$ cat src/rtl/hazard_ctrl.sv
// Pipeline hazard controller: load-use stalls, taken-branch flushes and
// data-memory wait stalls with a timeout watchdog and saturating perf counters.
module hazard_ctrl #(
  parameter int unsigned REG_W       = 5,
  parameter int unsigned CNT_W       = 32,
  parameter int unsigned MEM_TIMEOUT = 255  // must be >= 1
) (
  input  logic             clk,
  input  logic             rst,
  input  logic [REG_W-1:0] ifidRS,
  input  logic [REG_W-1:0] ifidRT,
  input  logic             ifidUsesRS,
  input  logic             ifidUsesRT,
  input  logic             idexIsLoadInsn,
  input  logic             idexRfWrEnable,
  input  logic [REG_W-1:0] idexRT,
  input  logic             exBrTaken,
  input  logic             dmemReq,
  input  logic             dmemReady,
  output logic             pcStall,
  output logic             ifidStall,
  output logic             ifidFlush,
  output logic             idexStall,
  output logic             idexFlush,
  output logic             exmemStall,
  output logic             memTimeoutErr,
  output logic [CNT_W-1:0] stallCycles,
  output logic [CNT_W-1:0] flushEvents
);

  localparam int unsigned WaitW = $clog2(MEM_TIMEOUT + 1);
  localparam logic [WaitW-1:0] WaitMax = WaitW'(MEM_TIMEOUT);

  typedef enum logic [1:0] {StRun, StMemWait, StError} state_e;

  state_e           stateQ, stateD;
  logic [WaitW-1:0] waitCntQ, waitCntD;
  logic             errQ, errD;
  logic [CNT_W-1:0] stallCntQ, flushCntQ;

  logic memWait;
  logic rsHit, rtHit;
  logic loadUse;

  assign memWait = dmemReq & ~dmemReady;
  assign rsHit   = ifidUsesRS & (ifidRS == idexRT);
  assign rtHit   = ifidUsesRT & (ifidRT == idexRT);
  // Register 0 is hardwired, so a load targeting it can never create a hazard.
  assign loadUse = idexIsLoadInsn & idexRfWrEnable & (idexRT != '0) & (rsHit | rtHit);

  // Memory-wait FSM next state and watchdog count.
  always_comb begin
    stateD   = stateQ;
    waitCntD = waitCntQ;
    errD     = errQ;
    unique case (stateQ)
      StRun: begin
        if (memWait) begin
          stateD   = StMemWait;
          waitCntD = WaitW'(1);
        end
      end
      StMemWait: begin
        if (!memWait) begin
          stateD   = StRun;
          waitCntD = '0;
        end else if (waitCntQ == WaitMax) begin
          stateD = StError;
          errD   = 1'b1;
        end else begin
          waitCntD = waitCntQ + WaitW'(1);
        end
      end
      StError: begin
        errD = 1'b1;
      end
      default: begin
        stateD   = StRun;
        waitCntD = '0;
      end
    endcase
  end

  // Mealy control outputs; the release cycle of a wait falls through to the run priorities.
  always_comb begin
    pcStall    = 1'b0;
    ifidStall  = 1'b0;
    ifidFlush  = 1'b0;
    idexStall  = 1'b0;
    idexFlush  = 1'b0;
    exmemStall = 1'b0;
    if (!rst) begin
      if ((stateQ == StError) || memWait) begin
        pcStall    = 1'b1;
        ifidStall  = 1'b1;
        idexStall  = 1'b1;
        exmemStall = 1'b1;
      end else if (exBrTaken) begin
        // ID instruction is on the wrong path, so any load-use hazard is moot.
        ifidFlush = 1'b1;
        idexFlush = 1'b1;
      end else if (loadUse) begin
        pcStall   = 1'b1;
        ifidStall = 1'b1;
        idexFlush = 1'b1;
      end
    end
  end

  // State, watchdog and saturating counter registers.
  always_ff @(posedge clk) begin
    if (rst) begin
      stateQ    <= StRun;
      waitCntQ  <= '0;
      errQ      <= 1'b0;
      stallCntQ <= '0;
      flushCntQ <= '0;
    end else begin
      stateQ   <= stateD;
      waitCntQ <= waitCntD;
      errQ     <= errD;
      if (pcStall && (stallCntQ != '1)) begin
        stallCntQ <= stallCntQ + CNT_W'(1);
      end
      if (ifidFlush && (flushCntQ != '1)) begin
        flushCntQ <= flushCntQ + CNT_W'(1);
      end
    end
  end

  assign memTimeoutErr = errQ;
  assign stallCycles   = stallCntQ;
  assign flushEvents   = flushCntQ;

endmodule

$ cat config.mk
export PLATFORM = sky130hd
export DESIGN_NAME = hazard_ctrl
export DESIGN_NICKNAME = d
export VERILOG_FILES = /design/src/rtl/hazard_ctrl.sv
export SDC_FILE = /design/constraint.sdc
export NUM_CORES = 1
export LEC_CHECK = 0
export ABC_AREA = 0
export CAP_MARGIN = 10
export CORE_MARGIN = 2
export CORE_UTILIZATION = 50
export CTS_CLUSTER_DIAMETER = 60
export CTS_CLUSTER_SIZE = 25
export DETAILED_ROUTE_END_ITERATION = 10
export GPL_TIMING_DRIVEN = 0
export HOLD_SLACK_MARGIN = 0.15
export MAX_ROUTING_LAYER = met4
export PLACE_DENSITY = 0.81
export SETUP_SLACK_MARGIN = 0.2
export SYNTH_ARGS = -nofsm -noshare
export SYNTH_HDL_FRONTEND = slang
export SYNTH_SLANG_ARGS = --single-unit
$ cat constraint.sdc
create_clock -name clk -period 3.8 [get_ports clk]
set_input_delay 1.14 -clock clk [delete_from_list [all_inputs] [get_ports clk]]
set_output_delay 1.14 -clock clk [all_outputs]
set_load 0.02 [all_outputs]
==> results of run 1 <==
layout by cell type (no fill, tap or decap), types with 10 or more instances in the layout:
cell,count
a21oi_1,23
and3_1,10
buf_2,12
buf_4,53
buf_6,14
clkbuf_1,11
clkbuf_8,16
clkdlybuf4s50_1,69
dfxtp_1,75
nand2_1,27
nand3_1,37
nand4_1,35
nor2_1,54
nor3_1,11
o21ai_0,17
or3_1,17
xnor2_1,14
xor2_1,23
synth_stat cells, types with 2 or more instances:
master,n,area (µm²)
buf_4,3,22.5
clkbuf_2,2,10.0
buf_6,2,22.5
buf_2,2,10.0
and2_1,5,31.3
or4_1,5,37.5
nand2_1,27,101
o211ai_1,6,45.0
nor4_1,7,43.8
a211oi_1,2,15.0
nand3_1,38,190
xnor2_1,20,175
o21ai_0,21,105
xor2_1,23,201
and4_1,6,52.6
a21oi_1,27,135
clkbuf_1,12,45.0
ha_1,3,37.5
inv_1,7,26.3
mux2_2,5,56.3
or3_1,18,113
nor3b_1,2,15.0
and3_1,10,62.6
a21o_1,2,15.0
mux2i_1,3,30.0
nand2b_1,2,12.5
nor2_1,56,210
dfxtp_1,75,1500
nor3_1,12,60.1
clkbuf_8,2,27.5
nand4_1,35,219
nor2b_1,6,37.5
o31ai_1,9,67.6
per-layer routing:
layer | routed length [µm] | part of all wire [%]
met2 | 6660 | 49
met5 | 0 | 0
met4 | 639 | 4.7
met3 | 1160 | 8.5
met1 | 5250 | 38
path summary, 6_finish.rpt:
path,endpoint,slack [ns],startpoint
worst max-delay path,stallCycles[23],-0.13,ifidRS[4]
worst min-delay path,memTimeoutErr,0.47,memTimeoutErr
worst max register to register,stallCycles[24],1.16,stallCycles[9]
worst min register to register,memTimeoutErr,0.47,memTimeoutErr
registers in the layout, indices dropped and copies added, names as in the netlist:
register,flops
flushEvents,32
waitCntQ,8
stallCycles,32
stateQ,2
memTimeoutErr,1
report_power, final:
part	internal (mW)	switching, mW	total (mW)
sequential	0.788	0.00434	0.793
combinational	0.0992	0.0894	0.189
clock	0.405	0.308	0.713
per-stage QoR:
step | worst slack [ns] | std cells | hold WS [ns] | util (%)
finish | -0.130 | 744 | 0.468 | 76.5
global route | -0.153 | 744 | 0.482 | 76.5
CTS | -0.0255 | 734 | 0.472 | 74.2
detailed placement | -0.868 | 669 | 0.448 | 65.5
global placement | -0.876 | 669 | 0.449 | 65.5
floorplan | 0.206 | 473 | 0.471 | -
cell families (layout without fill, tap and decap cells):
kind of cell,after synthesis,after routing
AND/OR/NAND/NOR,239,239
AO/OA/AOI/OAI,75,75
flip-flops,75,75
XOR/XNOR,43,43
buffers and inverters,30,199
multiplexers,8,8
adder cells (fa/ha/maj),3,3
layout make-up:
cell class	instances	area (µm²)	area share (%)
buffer	23	188	3.21
sequential	75	1500	25.7
tap	102	128	2.18
clock buffer	12	155	2.65
multi-input combinational	368	2430	41.5
timing repair buffer	153	1350	23.1
clock inverter	4	72.6	1.24
inverter	7	28.8	0.492
worst register-to-register path, stage by stage, from the launching register on:
cell and delay, ns:
dfxtp_1 0.49, nand4_1 0.31, nor4_4 0.50, nand3_1 0.21, or2_1 0.32, nor3_1 0.31, mux2_2 0.39
what timing repair did:
item / in CTS / in global routing
pin swaps: 35 / 18
buffers inserted: 49 / 10
gates cloned: 0 / 0
setup endpoints to repair: 6 / 27
gates resized for setup: 107 / 35
==> results.py, run 1 <==
metrics = {
    "run_status": {
        "outcome": "finished with violations",
        "violations": "setup timing",
    },
    "clock_network": {
        "cts_hold_buf": 0,
        "tritoncts": "built",
        "clk-insertion-delay-late_ns": 0.36,
        "cts.clk_slew.worst_paths_ns": 0.08,
        "cts-root-buf": "clkbuf_8",
        "clockBufferDepth": 2,
        "numCtsBuffers": 9,
        "cts_sinks": 75,
        "htreeDepth": 3,
    },
    "setup_path": {
        "path_max_fanout": 6,
        "startpoint_type": "input pin",
        "crit_path_max_incr_delay_ns": 0.31,
        "crit_top_cell": "buf_4",
        "critPathRequiredTime_ns": 4.09,
        "reg2regPathDepth": 6,
        "path_cells": "buf_2 > xnor2_1 > nand4_1 > buf_4 > buf_4 > buf_4 > buf_4 > buf_4 > buf_4 > buf_4 > buf_4 > buf_4 > buf_4 > buf_6 > o221ai_4 > buf_6 > nand3_4 > buf_8 > buf_2 > or3_1 > a21oi_1",
        "path_depth": 21,
        "cp.arrival_ns": 4.22,
        "crit_type": "in -> reg",
        "cp-end-kind": "flop",
        "cp_slowest_cell": "or3_1",
        "cp_num_buf_inv": 15,
        "cp_top_family": "buffers and inverters",
    },
    "synthesis": {
        "ys_types": 51,
        "synth_top_family_by_area": "simple AND/OR/NAND/NOR gates",
        "syn_nets": 500,
        "synth-seq-cells": 75,
        "synthFlopType": "dfxtp_1",
        "synthSimpleGateAreaFrac_pct": 33.1,
        "synth_xor_area_share_pct": 9.60,
        "synth_compound_area_share_pct": 11.7,
        "yosysSeqAreaShare_pct": 38.3,
        "syn_avg_cell_area_um2": 8.29,
        "synthArstFlopShare_pct": 0,
        "synthCells": 473,
        "synth_mux_area_share_pct": 2.20,
        "synthAdderAreaFrac_pct": 0.957,
        "synth-edff-count": 0,
        "yosysWarnings": 0,
        "netlist_area_um2": 3920,
    },
    "floorplanning": {
        "dieWidth_um": 92.6,
        "die_y_um": 92.6,
        "coreArea_um2": 7650,
        "row_count": 32,
        "num_io_pins": 95,
        "initial_core_util_pct": 51.3,
        "dieArea_um2": 8570,
    },
    "timing": {
        "clock_skew_ns": 0.0133,
        "setup_viol": 13,
        "finalSetupTns_ns": -0.938,
        "slew_violations": 0,
        "maxSlewHeadroom_pct": 36.9,
        "fmaxAchievable_mhz": 254,
        "rsz0062_at_grt": "yes",
        "hold_viol": 0,
        "worst_pin_slew_ns": 0.938,
        "period_share_pct": 103,
        "fin_crit_ns": 3.93,
        "layout_setup_ws_ns": -0.130,
    },
    "global_routing": {
        "grt_pass1_vias": 4334,
        "grt_usage_pct": 31.3,
        "busiest_layer": "met2",
        "grt_first_pass_wirelength_mm": 20.7,
        "globalRouteOverflowTotal": 0,
        "grtUsageMet1_pct": 34.6,
        "use_met2_pct": 53.5,
        "grt_max_degree": 13,
        "antenna_found_initial": 0,
        "grt.met3_usage_pct": 5.94,
    },
    "power": {
        "powerDensity_nw_per_um2": 290,
        "irDropWorstVdd_uv": 184,
        "leakagePower_nw": 2.10,
        "total_power_mw": 1.69,
    },
    "placed_design": {
        "post_dp_cell_area_um2": 5010,
        "gp_congestion": 0.913,
        "port_buffers": 94,
        "post-dp-hpwl_mm": 7.59,
    },
    "detailed_routing": {
        "drt_iter0_drc": 371,
        "drt-pass1-iter-count": 5,
        "drc": 0,
        "wirelength_mm": 13.7,
        "wire_per_inst_um": 18.4,
        "vias": 4559,
        "route.antenna.remaining_nets": 0,
        "vias_per_cell": 6.13,
    },
    "worst_hold_path": {
        "holdPathStages": 1,
        "hp-class": "reg -> reg",
    },
    "flow_run": {
        "maxCapViolCount": 0,
    },
    "cells_and_area": {
        "drive_gt1_share_pct": 22.4,
        "stdcell_area_um2": 5850,
        "diodes": 0,
        "nNetsFinal": 664,
        "syn_to_final_growth_pct": 49.1,
        "fillerInstances": 518,
    },
}
Note: power is estimated with default switching activity, not from simulation.
==> inputs of run 2 (changes only) <==
--- a/config.mk
+++ b/config.mk
@@ -8,14 +8,13 @@
 export ABC_AREA = 0
 export CAP_MARGIN = 10
 export CORE_MARGIN = 2
-export CORE_UTILIZATION = 50
+export CORE_UTILIZATION = 28
 export CTS_CLUSTER_DIAMETER = 60
 export CTS_CLUSTER_SIZE = 25
 export DETAILED_ROUTE_END_ITERATION = 10
 export GPL_TIMING_DRIVEN = 0
 export HOLD_SLACK_MARGIN = 0.15
 export MAX_ROUTING_LAYER = met4
-export PLACE_DENSITY = 0.81
 export SETUP_SLACK_MARGIN = 0.2
 export SYNTH_ARGS = -nofsm -noshare
 export SYNTH_HDL_FRONTEND = slang
==> run 2 against run 1 <==
Via count is 6.6% lower; sequential cell count stayed put; non-clock buffer count is 4 lower; critical path depth is 13 lower; critical endpoint is now pcStall; final cell count is 9.9% higher; wire length is 7.7% lower; die area is 75% higher; global-route usage is 14 points lower; highest routed layer unchanged; the flow still finishes with violations (setup timing); largest power group is now the clock network; combinational power is 7% higher.
==> results.py, run 2 (synthesis gave the netlist of run 1 again) <==
metrics = {
    "cells_and_area": {
        "syn_to_final_growth_pct": 57.9,
        "diodes": 0,
        "layout.cells.non_filler": 818,
        "utilization_pct": 45.0,
        "nNetsFinal": 660,
        "final_cell_mix": "dfxtp_1, clkdlybuf4s50_1, nor2_1, buf_6, nand3_1",
        "final_common_cell": "dfxtp_1",
        "drive_gt1_share_pct": 22.3,
        "fillerInstances": 1326,
    },
    "detailed_routing": {
        "vias": 4259,
        "vias_per_cell": 5.21,
        "drt_iter0_drc": 209,
        "route.antenna.remaining_nets": 0,
        "drc": 0,
        "drt-pass1-iter-count": 4,
        "wire_per_inst_um": 15.5,
        "wirelength_mm": 12.7,
    },
    "power": {
        "power_frac_seq_pct": 40.8,
        "intPower_mw": 1.52,
        "powerDensity_nw_per_um2": 314,
        "power_frac_comb_pct": 10.4,
        "irDropWorstVdd_uv": 239,
        "total_power_mw": 1.95,
        "switching_share_pct": 22.1,
        "share_clk_of_total_power_pct": 48.8,
        "p_switching_mw": 0.430,
        "leakagePower_nw": 2.20,
    },
    "clock_network": {
        "clk-insertion-delay-late_ns": 0.34,
        "cts.clk_slew.worst_paths_ns": 0.06,
        "tritoncts": "built",
        "numCtsBuffers": 9,
        "cts_sinks": 75,
        "cts-root-buf": "clkbuf_16",
        "clockBufferDepth": 2,
        "htreeDepth": 3,
        "cts_hold_buf": 0,
    },
    "setup_path": {
        "critPathRequiredTime_ns": 2.66,
        "path_cells": "buf_8 > or4_4 > o211ai_1 > o41a_1 > clkbuf_8 > inv_4 > buf_6 > buf_6",
        "cp_slowest_cell": "or4_4",
        "crit_path_max_incr_delay_ns": 0.51,
        "cp.arrival_ns": 2.71,
        "crit_type": "in -> out",
        "regToRegStartpoint": "stallCycles[9]",
        "crit_path_start": "idexRT[4]",
        "cp-end-kind": "primary output",
        "startpoint_type": "input pin",
        "path_max_fanout": 3,
        "crit_top_cell": "buf_6",
    },
    "placed_design": {
        "gp_congestion": 0.848,
        "post-dp-hpwl_mm": 8.31,
        "dpl.cell_count": 747,
        "port_buffers": 94,
    },
    "timing": {
        "maxSlewHeadroom_pct": 38.2,
        "slew_violations": 0,
        "rsz0062_at_grt": "yes",
        "period_share_pct": 101,
        "fin_crit_ns": 3.85,
        "layout_setup_ws_ns": -0.0509,
        "worst_pin_slew_ns": 0.918,
        "clock_skew_ns": 0.00573,
        "setup_viol": 6,
        "fmaxAchievable_mhz": 260,
        "hold_viol": 0,
    },
    "floorplanning": {
        "die_y_um": 122,
        "num_io_pins": 95,
        "row_count": 43,
        "coreArea_um2": 13800,
        "dieWidth_um": 122,
        "dieArea_um2": 15000,
        "initial_core_util_pct": 28.5,
    },
    "global_routing": {
        "grt_max_degree": 13,
        "grt_usage_pct": 17.1,
        "globalRouteOverflowTotal": 0,
        "grt_first_pass_wirelength_mm": 19.7,
        "antenna_found_initial": 0,
        "grt_pass1_vias": 3954,
    },
    "run_status": {
        "outcome": "finished with violations",
        "violations": "setup timing",
    },
    "worst_hold_path": {
        "hp-start": "memTimeoutErr",
        "hp-class": "reg -> reg",
    },
    "flow_run": {
        "maxCapViolCount": 0,
    },
}
==> run 2: cell types whose count changed in the layout (fill, tap and decap cells not counted), moves of 2 or more <==
cell | before | now
buf_2 | 12 | 4
buf_4 | 53 | 23
buf_6 | 14 | 47
buf_8 | 3 | 5
clkbuf_16 | 0 | 11
clkbuf_8 | 16 | 6
o31ai_1 | 6 | 9
o31ai_2 | 3 | 0
or4_1 | 3 | 0
or4_4 | 3 | 6
xnor2_1 | 14 | 11
xnor2_2 | 5 | 9
==> run 2: through the flow <==
| stage | hold WS, ns | setup slack, ns | setup TNS (ns) | instance area [µm²] |
|---|---|---|---|---|
| final | 0.450 | -0.0509 | -0.169 | 6190 |
| after global routing | 0.489 | -0.121 | -0.699 | 6190 |
| after CTS | 0.459 | 0.0151 | 0 | 5850 |
| after detailed placement | 0.445 | -0.918 | -3.22 | 5100 |
| after global placement | 0.446 | -0.900 | -3.19 | 5100 |
| after floorplan | 0.471 | 0.206 | 0 | 3940 |
==> run 2: worst paths after layout <==
check                          to  slack [ns]  depth (start not counted)
setup / recovery          pcStall       -0.05                          8
hold / removal      memTimeoutErr        0.45                          1
setup reg to reg  stallCycles[24]        1.44                          6
hold reg to reg     memTimeoutErr        0.45                          1
==> run 2: power groups by stage <==
stage	Sequential, mW	Clock, mW	Combinational (mW)
after floorplan	0.811	0	0.0553
after global placement	0.810	0	0.110
after detailed placement	0.810	0	0.111
after CTS	0.793	0.964	0.162
after global routing	0.793	1.00	0.215
final	0.793	0.950	0.202
==> run 2: routing by layer <==
metal / global-route usage (%) / up-vias / routed length [µm]
met5: - / - / 0
met4: 5.17 / 0 / 187
met3: 3.67 / 16 / 854
met2: 27.7 / 169 / 5980
met1: 21.3 / 2020 / 5640
li1: - / 2054 / -
==> run 2: worst max-delay path, delay by kind of cell <==
family | cells | cell delay (ns)
AO/OA/AOI/OAI | 2 | 0.55
buffers and inverters | 5 | 0.51
AND/OR/NAND/NOR | 1 | 0.51
==> run 2: repair_timing <==
action,CTS,global route
buffers inserted,47,6
gates resized for setup,114,66
endpoints found under the setup margin,6,26
pin swaps,19,21
gates cloned,0,2
==> run 2: area by class of cell <==
type | instances | area, µm² | share of cell area (%)
inverters | 7 | 28.8 | 0.465
flip-flops and latches | 75 | 1500 | 24.2
well taps | 180 | 225 | 3.64
repair buffers | 149 | 1510 | 24.3
plain buffers | 23 | 190 | 3.07
clock buffers | 12 | 256 | 4.14
clock inverters | 4 | 72.6 | 1.17
multi-input cells | 368 | 2410 | 39.0
==> inputs of run 3 (changes only) <==
--- a/config.mk
+++ b/config.mk
@@ -12,6 +12,7 @@
 export CTS_CLUSTER_DIAMETER = 60
 export CTS_CLUSTER_SIZE = 25
 export DETAILED_ROUTE_END_ITERATION = 10
+export DONT_BUFFER_PORTS = 1
 export GPL_TIMING_DRIVEN = 0
 export HOLD_SLACK_MARGIN = 0.15
 export MAX_ROUTING_LAYER = met4
==> run 3 against run 2 <==
The run now ends clean; die area unchanged; global-route usage decreased by 1.9 points; final cell count decreased by 15%; non-clock buffer count decreased by 126; count of clock-buffer cells in the layout unchanged; clock skew increased by 0.0038 ns; sequential power about the same; critical path depth decreased by 1; worst setup slack improved by 0.22 ns; utilization decreased by 11 points; worst hold slack improved by 0.077 ns; total power decreased by 10%.
==> results.py, run 3 (synthesis gave the netlist of run 1 again) <==
metrics = {
    "detailed_routing": {
        "wirelength_mm": 11.2,
        "drt-pass1-iter-count": 4,
        "vias_per_cell": 5.31,
        "route.antenna.remaining_nets": 0,
        "drc": 0,
        "drt_iter0_drc": 164,
        "vias": 3677,
        "wire_per_inst_um": 16.2,
    },
    "global_routing": {
        "antenna_found_initial": 0,
        "globalRouteOverflowTotal": 0,
        "grt_max_degree": 13,
        "grt_usage_pct": 15.2,
        "grt_pass1_vias": 3535,
        "grt_first_pass_wirelength_mm": 17.4,
    },
    "timing": {
        "fmaxAchievable_mhz": 275,
        "clock_skew_ns": 0.00958,
        "period_share_pct": 95.6,
        "fin_crit_ns": 3.63,
        "rsz0062_at_grt": "yes",
        "worst_pin_slew_ns": 1.00,
        "maxSlewHeadroom_pct": 32.6,
        "finalSetupTns_ns": 0,
        "slew_violations": 0,
        "hold_viol": 0,
        "hold_ws_ns": 0.527,
        "setup_viol": 0,
    },
    "worst_hold_path": {
        "hp-class": "reg -> reg",
        "holdPathStages": 2,
        "hp-start": "waitCntQ[7]",
        "min_to": "waitCntQ[7]",
    },
    "setup_path": {
        "crit_path_max_incr_delay_ns": 0.43,
        "cp_num_buf_inv": 3,
        "cp_top_family": "compound AO/OA/AOI/OAI gates",
        "crit_type": "in -> out",
        "cp_slowest_cell": "o41a_1",
        "startpoint_type": "input pin",
        "critPathRequiredTime_ns": 2.66,
        "path_max_fanout": 3,
        "cp-end-kind": "primary output",
        "path_cells": "xnor2_2 > nand4_1 > o22a_1 > o41a_1 > clkbuf_8 > inv_8 > buf_6",
        "regToRegStartpoint": "flushEvents[0]",
        "r2r-end": "flushEvents[20]",
        "cp.arrival_ns": 2.49,
        "reg2reg_setup_slack_ns": 1.24,
        "reg2regPathDepth": 6,
    },
    "floorplanning": {
        "dieArea_um2": 15000,
        "row_count": 43,
        "initial_core_util_pct": 28.5,
        "die_y_um": 122,
        "dieWidth_um": 122,
        "num_io_pins": 95,
        "coreArea_um2": 13800,
    },
    "clock_network": {
        "htreeDepth": 3,
        "cts-root-buf": "clkbuf_16",
        "clockBufferDepth": 2,
        "cts_hold_buf": 0,
        "numCtsBuffers": 9,
        "cts.clk_slew.worst_paths_ns": 0.05,
        "cts_sinks": 75,
        "tritoncts": "built",
        "clk-insertion-delay-late_ns": 0.33,
    },
    "placed_design": {
        "post-dp-hpwl_mm": 8.13,
        "post_dp_cell_area_um2": 4160,
        "gp_congestion": 0.829,
        "port_buffers": 0,
    },
    "cells_and_area": {
        "final_common_cell": "dfxtp_1",
        "drive_gt1_share_pct": 13.9,
        "stdcell_area_um2": 4730,
        "syn_to_final_growth_pct": 20.5,
        "nNetsFinal": 534,
        "diodes": 0,
        "fillerInstances": 1443,
        "final_cell_mix": "dfxtp_1, nor2_1, nand3_1, nand4_1, nand2_1",
    },
    "flow_run": {
        "maxCapViolCount": 0,
    },
    "run_status": {
        "outcome": "finished, final reports clean",
    },
    "power": {
        "powerDensity_nw_per_um2": 369,
        "leakagePower_nw": 1.53,
        "total_power_mw": 1.74,
        "irDropWorstVdd_uv": 218,
    },
}
run 3: cell types whose count changed in the layout (fill, tap and decap cells not counted), sizes merged:
cell / delta
buf: -49
clkbuf: -2
clkinvlp: +1
dlygate4sd2: -5
clkdlybuf4s50: -70
bufinv: -1
run 3: area by class of cell:
class,instances,area (µm²),area share [%]
multi-input combinational,368,2350,49.7
sequential,75,1500,31.8
clock buffer,12,246,5.21
tap,180,225,4.76
timing repair buffer,23,173,3.65
buffer,23,150,3.18
clock inverter,4,50.0,1.06
inverter,7,33.8,0.715
run 3: tightest hold or removal path, delay by kind of cell, from the launching register on:
kind	cells	cell delay, ns
simple gates	1	0.07
flops	1	0.34
xor+xnor	1	0.08
run 3: worst max-delay path by stage:
stage                          to  startpoint  cells past startpoint
after CTS                 pcStall   idexRT[0]                      7
final                     pcStall   idexRT[0]                      7
after detailed placement  pcStall   idexRT[0]                      6
after floorplan           pcStall   idexRT[0]                      6
after global placement    pcStall   idexRT[0]                      6
after global routing      pcStall   idexRT[0]                      7
run 3: metal layers:
layer / track usage [%] / wire (µm)
met1: 16.5 / 4560
met2: 25.5 / 5430
met3: 7.06 / 1160
met4: 3.09 / 33
met5: - / 0
run 3: power by group:
| part | switching (mW) | leakage [nW] | internal, mW |
|---|---|---|---|
| sequential | 0.00619 | 0.604 | 0.789 |
| clock | 0.323 | 0.139 | 0.526 |
| combinational | 0.0530 | 0.791 | 0.0467 |
| total | 0.382 | 1.53 | 1.36 |
run 3: per-stage QoR:
step,instances,util (%),setup slack [ns]
4_1_cts,690,33.7,0.205
3_3_place_gp,653,30.2,0.0490
5_1_grt,692,34.3,0.0937
3_5_place_dp,653,30.2,0.0547
6_report,692,34.3,0.167
2_1_floorplan,473,-,0.206
run 3: what timing repair did:
item,4_1_cts,5_1_grt
endpoints found under the setup margin,2,19
pin swaps,5,7
buffers inserted,21,2
gates resized for setup,4,11
